--- src/rtl/rf_wb_scheduler.sv ---
// Arbitrates the single register-file write port between pipeline writeback and MDU results,
// and tracks outstanding MDU destinations to generate the issue stall.
module rf_wb_scheduler #(
    parameter int FIFO_DEPTH = 2,
    parameter int MAX_OUT    = 4
) (
    input  logic        clk,
    input  logic        rst,
    input  logic        pipe_wvalid,
    input  logic [4:0]  pipe_waddr,
    input  logic [31:0] pipe_wdata,
    input  logic        mdu_wvalid,
    output logic        mdu_wready,
    input  logic [4:0]  mdu_waddr,
    input  logic [31:0] mdu_wdata,
    input  logic        iss_valid,
    input  logic [4:0]  iss_rsc,
    input  logic [4:0]  iss_rtc,
    input  logic [4:0]  iss_rdc,
    input  logic        iss_long,
    output logic        stall,
    output logic        rf_we,
    output logic [4:0]  rf_wc,
    output logic [31:0] rf_wdata,
    output logic        err_waw
);
    localparam int PW = $clog2(FIFO_DEPTH);
    localparam logic [PW:0] DEPTH_C   = FIFO_DEPTH[PW:0];
    localparam logic [4:0]  MAX_OUT_C = MAX_OUT[4:0];

    logic [4:0]    fifo_addr [FIFO_DEPTH];
    logic [31:0]   fifo_data [FIFO_DEPTH];
    logic [PW-1:0] wr_ptr, rd_ptr;
    logic [PW:0]   count;
    logic [31:0]   pending, pending_nxt;
    logic [4:0]    outstanding;
    logic          full, push, pop, pipe_win, set_en, dec_en;
    logic [4:0]    head_addr;
    logic [31:0]   head_data;

    assign full       = (count == DEPTH_C);
    assign mdu_wready = !full;
    assign push       = mdu_wvalid & !full;
    assign pipe_win   = pipe_wvalid & (pipe_waddr != 5'd0);
    assign pop        = !pipe_win & (count != '0);
    assign head_addr  = fifo_addr[rd_ptr];
    assign head_data  = fifo_data[rd_ptr];

    // Stall looks only at registered pending state, so a bit clearing this cycle still stalls.
    assign stall  = iss_valid & (pending[iss_rsc] | pending[iss_rtc] | pending[iss_rdc]
                    | (iss_long & (outstanding == MAX_OUT_C)));
    assign set_en = iss_valid & iss_long & !stall & (iss_rdc != 5'd0);
    assign dec_en = pop & pending[head_addr];

    always_comb begin
        pending_nxt = pending;
        if (set_en)
            pending_nxt[iss_rdc] = 1'b1;
        if (pop)
            pending_nxt[head_addr] = 1'b0;
        pending_nxt[0] = 1'b0;
    end

    always_ff @(posedge clk) begin
        if (push) begin
            fifo_addr[wr_ptr] <= mdu_waddr;
            fifo_data[wr_ptr] <= mdu_wdata;
        end
    end

    always_ff @(posedge clk or posedge rst) begin
        if (rst) begin
            wr_ptr      <= '0;
            rd_ptr      <= '0;
            count       <= '0;
            pending     <= '0;
            outstanding <= '0;
            err_waw     <= 1'b0;
        end else begin
            if (push)
                wr_ptr <= wr_ptr + PW'(1);
            if (pop)
                rd_ptr <= rd_ptr + PW'(1);
            case ({push, pop})
                2'b10:   count <= count + (PW+1)'(1);
                2'b01:   count <= count - (PW+1)'(1);
                default: count <= count;
            endcase
            pending <= pending_nxt;
            case ({set_en, dec_en})
                2'b10:   outstanding <= outstanding + 5'd1;
                2'b01:   outstanding <= outstanding - 5'd1;
                default: outstanding <= outstanding;
            endcase
            if (pipe_win & pending[pipe_waddr])
                err_waw <= 1'b1;
        end
    end

    // Pipeline wins; an r0 pipeline write only reaches the port when nothing is buffered.
    always_ff @(posedge clk or posedge rst) begin
        if (rst) begin
            rf_we    <= 1'b0;
            rf_wc    <= 5'd0;
            rf_wdata <= 32'd0;
        end else if (pipe_win) begin
            rf_we    <= 1'b1;
            rf_wc    <= pipe_waddr;
            rf_wdata <= pipe_wdata;
        end else if (pop) begin
            rf_we    <= 1'b1;
            rf_wc    <= head_addr;
            rf_wdata <= head_data;
        end else if (pipe_wvalid) begin
            rf_we    <= 1'b1;
            rf_wc    <= 5'd0;
            rf_wdata <= pipe_wdata;
        end else begin
            rf_we    <= 1'b0;
        end
    end
endmodule

--- config.mk ---
export PLATFORM = sky130hd
export DESIGN_NAME = rf_wb_scheduler
export DESIGN_NICKNAME = d
export VERILOG_FILES = /design/src/rtl/rf_wb_scheduler.sv
export SDC_FILE = /design/constraint.sdc
export NUM_CORES = 1
export LEC_CHECK = 0
export BUFFER_PORTS_ARGS = -buffer_cell sky130_fd_sc_hd__buf_2
export CELL_PAD_IN_SITES_DETAIL_PLACEMENT = 1
export CELL_PAD_IN_SITES_GLOBAL_PLACEMENT = 2
export CORE_ASPECT_RATIO = 0.8
export CORE_MARGIN = 4
export CORE_UTILIZATION = 33
export DETAILED_ROUTE_END_ITERATION = 8
export HOLD_SLACK_MARGIN = 0.12
export PLACE_DENSITY_LB_ADDON = 0.1
export RECOVER_POWER = 25
export SLEW_MARGIN = 20
export SYNTH_ARGS = -nofsm -noshare
export SYNTH_HDL_FRONTEND = slang
export SYNTH_SLANG_ARGS = --single-unit
--- constraint.sdc ---
create_clock -name clk -period 3.57 [get_ports clk]
set_input_delay 0.357 -clock clk [delete_from_list [all_inputs] [get_ports clk]]
set_output_delay 0.357 -clock clk [all_outputs]
set_load 0.02 [all_outputs]
==> out/metrics.yaml <==
status:
  outcome: "finished, violations left"
  violations: "max-capacitance violations, max-slew violations, negative setup slack"
critical_path:
  critPathMostFrequentCell: "o211ai_1"
  worstSetupPathType: "reg -> reg"
  critical_path.max_stage_delay_ps: 440
  cell_chain_of_the_critical_path: "mux2i_4 > buf_12 > clkbuf_16 > o211ai_1 > o21ai_1 > o211ai_1 > a32oi_1 > nor4_2 > buf_4 > ha_4 > inv_4 > fa_2 > inv_2 > a21o_1 > a21oi_2 > xnor2_1 > nor2_1 > xor2_1"
  worst_path_dominant_cell_family: "compound AO/OA/AOI/OAI gates"
  critical_path.startpoint_type: "flop"
  critPathArrivalTime_ps: 3930
  timing.critical_path.fanout_max: 8
  worstPathBufferInverterCount: 5
  cp_slowest_cell: "dfrtp_2"
  worst-endpoint-required_ps: 3880
  cp-end-kind: "flop"
yosys:
  syn_avg_cell_area_um2: 11.1
  post_synth_instance_area_um2: 7700
  synth_cell_type_count: 56
  dominantRegCellSynth: "dfrtp_1"
  synth_sequential_area_ratio_pct: 54.6
  synth_edf_count: 74
  post_synth_inst_count: 696
  synth.ff_latch_count: 153
  synth-async-reset-ratio_pct: 51.6
  synth-warning-count: 0
  synthesis.nets: 797
grt:
  wire_length_of_the_first_global_routing_pass_um: 38700
  grt_usage_pct: 19.8
  vias_in_the_first_global_route: 6609
  globalRoute.totalOverflow: 0
  grt_start_max_net_pins: 72
  initial_antenna_violation_count: 0
routing:
  initialDrtViolationCount: 366
  sum_of_routed_wire_length_over_all_layers_um: 25300
  routed-via-count: 6485
  drc_violation_count_after_routing: 0
  vias_per_cell: 5.28
  antenna_left: 0
  drt-wirelength-per-cell_um: 20.6
  first_pass_iters: 5
pwr:
  total_leakage_power_nw: 4.09
  pwr_density_cell_nw_per_um2: 695
  max-vdd-ir-drop_uv: 375
clocking:
  clkSlewWorstSetupHoldPaths_ps: 60
  insertion_delay_ps: 430
  cts.path.max_buffers: 2
  clock_sink_count: 153
  cts_htree_levels: 4
  clock_tree.root_cell: "clkbuf_16"
  total_clock_buffers_created_by_cts: 17
  cts_tree: "built"
floorplan:
  row_count: 49
  core_region_area_um2: 22700
  io-pin-count: 136
  die_area_um2: 25800
  initial_utilization_pct: 33.9
  die_width_um: 179
  fp.dieH_um: 145
timing:
  drv_slew: 57
  final.period_utilization_pct: 101
  setup_slack_ps: -46.4
  finalSetupViolCount: 1
  worst_clock_skew_ps: 15.1
  achievable-frequency_ghz: 0.277
  relSlewSlack_pct: -56.7
  finalWorstPathRequiredPeriod_ps: 3620
  rsz0062_at_grt: "true"
  tightest_slew_ps: 2350
  hold_violations: 0
  tns_ps: -46.4
flow_run:
  maxCapViolCount: 1
hold_path:
  hold_path_class: "in -> reg"
placement:
  routabilityCongestion: 0.900
  dpl.hpwl_um: 18100
  preCtsSetupSlack_ps: -137
  total_of_buffers_placed_on_input_and_output_ports: 135
final_layout:
  layout.cells.most_common_list: "124 x buf_2, 78 x dfrtp_1, 76 x nand2_1, 74 x edfxtp_1, 73 x a21oi_1"
  post-route-util_pct: 44.6
  drive_above_1_share_pct: 27.8
  num_antenna_cells: 0
  layout.cells.most_common: "buf_2"
  finalNetCount: 1010
  syn2layout_area_growth_pct: 31.6
## worst paths after layout
| path | start | to | slack (ps) | cells past startpoint |
|---|---|---|---|---|
| setup reg to reg | rd_ptr | outstanding[4] | -50 | 18 |
| max in group asynchronous | rst | rd_ptr | 1290 | 2 |
| setup / recovery | rd_ptr | outstanding[4] | -50 | 18 |
| hold / removal | pipe_wdata[12] | rf_wdata[12] | 220 | 3 |
| hold reg to reg | rf_wdata[23] | rf_wdata[23] | 480 | 2 |
| min in group asynchronous | rst | outstanding[1] | 720 | 2 |
## worst register-to-register path, delay by kind of cell, from the launching register on
family / cells / cell delay (ps)
xor gates and xnor gates: 2 / 320
DFF: 1 / 440
AOI/OAI and AO/OA: 6 / 880
muxes: 1 / 220
and+or+nand+nor: 2 / 490
adders and majority gates: 2 / 550
buffers and inverters: 5 / 600
## stage by stage
step | cell area (um2) | hold slack (ps) | power, mW | instances
2_1_floorplan | 7700 | 443 | 4.11 | 696
3_3_place_gp | 9030 | 456 | 4.97 | 1149
3_5_place_dp | 9030 | 466 | 5.07 | 1149
4_1_cts | 10000 | 202 | 6.96 | 1218
6_report | 10100 | 224 | 7.04 | 1228
5_1_grt | 10100 | 217 | 7.48 | 1228
## timing repair
| action | 4_1_cts | 5_1_grt |
|---|---|---|
| cloned | 0 | 1 |
| pin swaps | 1 | 12 |
| hold buffers | 37 | 0 |
| hold endpoints to repair | 73 | 0 |
| setup endpoints to repair | 1 | 2 |
| resized for setup | 1 | 10 |
| buffers inserted | 0 | 9 |
## synthesized netlist by cell type (all sizes together) (2+ instances only)
master | number | area [um2]
nor2b | 6 | 37.5
mux2 | 6 | 67.6
and2 | 3 | 18.8
nand2 | 76 | 285
a32oi | 2 | 17.5
xor2 | 4 | 35.0
mux4 | 18 | 413
and3 | 3 | 18.8
mux2i | 53 | 531
nand4 | 2 | 27.5
a22oi | 8 | 60.1
nand3 | 10 | 67.6
nor4 | 2 | 27.5
clkbuf | 29 | 109
buf | 10 | 50.1
a31oi | 5 | 31.3
nor3b | 6 | 45.0
nor2 | 46 | 173
o21ai | 53 | 265
dfrtp | 79 | 1980
nor3 | 2 | 10.0
o2111ai | 4 | 35.0
inv | 39 | 146
a21oi | 75 | 375
a21o | 3 | 22.5
ha | 5 | 62.6
xnor2 | 6 | 52.6
edfxtp | 74 | 2220
and3b | 3 | 26.3
nand2b | 3 | 18.8
a211oi | 4 | 30.0
o22ai | 32 | 200
o211ai | 10 | 75.1
## final cells by class
type | count | area, um2
Sequential cell | 153 | 4200
Timing Repair Buffer | 233 | 1550
Clock buffer | 22 | 474
Fill cell | 2497 | 12600
Tap cell | 306 | 383
Clock inverter | 10 | 118
Inverter | 39 | 149
Multi-Input combinational cell | 465 | 3260
## logic make-up (layout without fill, tap and decap cells)
| kind of cell | after synthesis | count (layout) | synth area share (%) |
|---|---|---|---|
| AO/OA/AOI/OAI | 205 | 205 | 15.5 |
| XOR/XNOR | 10 | 10 | 1.14 |
| adder cells (fa/ha/maj) | 6 | 6 | 1.07 |
| buffers and inverters | 78 | 304 | 3.97 |
| flip-flops | 153 | 153 | 54.6 |
| multiplexers | 77 | 77 | 13.1 |
| AND/OR/NAND/NOR | 167 | 167 | 10.6 |
## power by group
group          switching, mW  internal, mW
logic                   1.61          1.04
clock network          0.728          1.09
registers              0.226          2.35
total                   2.56          4.48
## registers in the layout (all words and copies together) (netlist names)
signal and flops:
rf_wdata 32, wr_ptr 1, rd_ptr 1, pending 31, rf_wc 5, rf_we 1, fifo_addr 10, count 2
err_waw 1, outstanding 5, fifo_data 64
## metal layers
metal	wire length, um	GRT usage (%)
met4	222	4.48
met3	1480	3.84
met2	11800	32.0
met1	11700	27.9
met5	0	0
No activity file was read; power rests on OpenSTA's default activity.
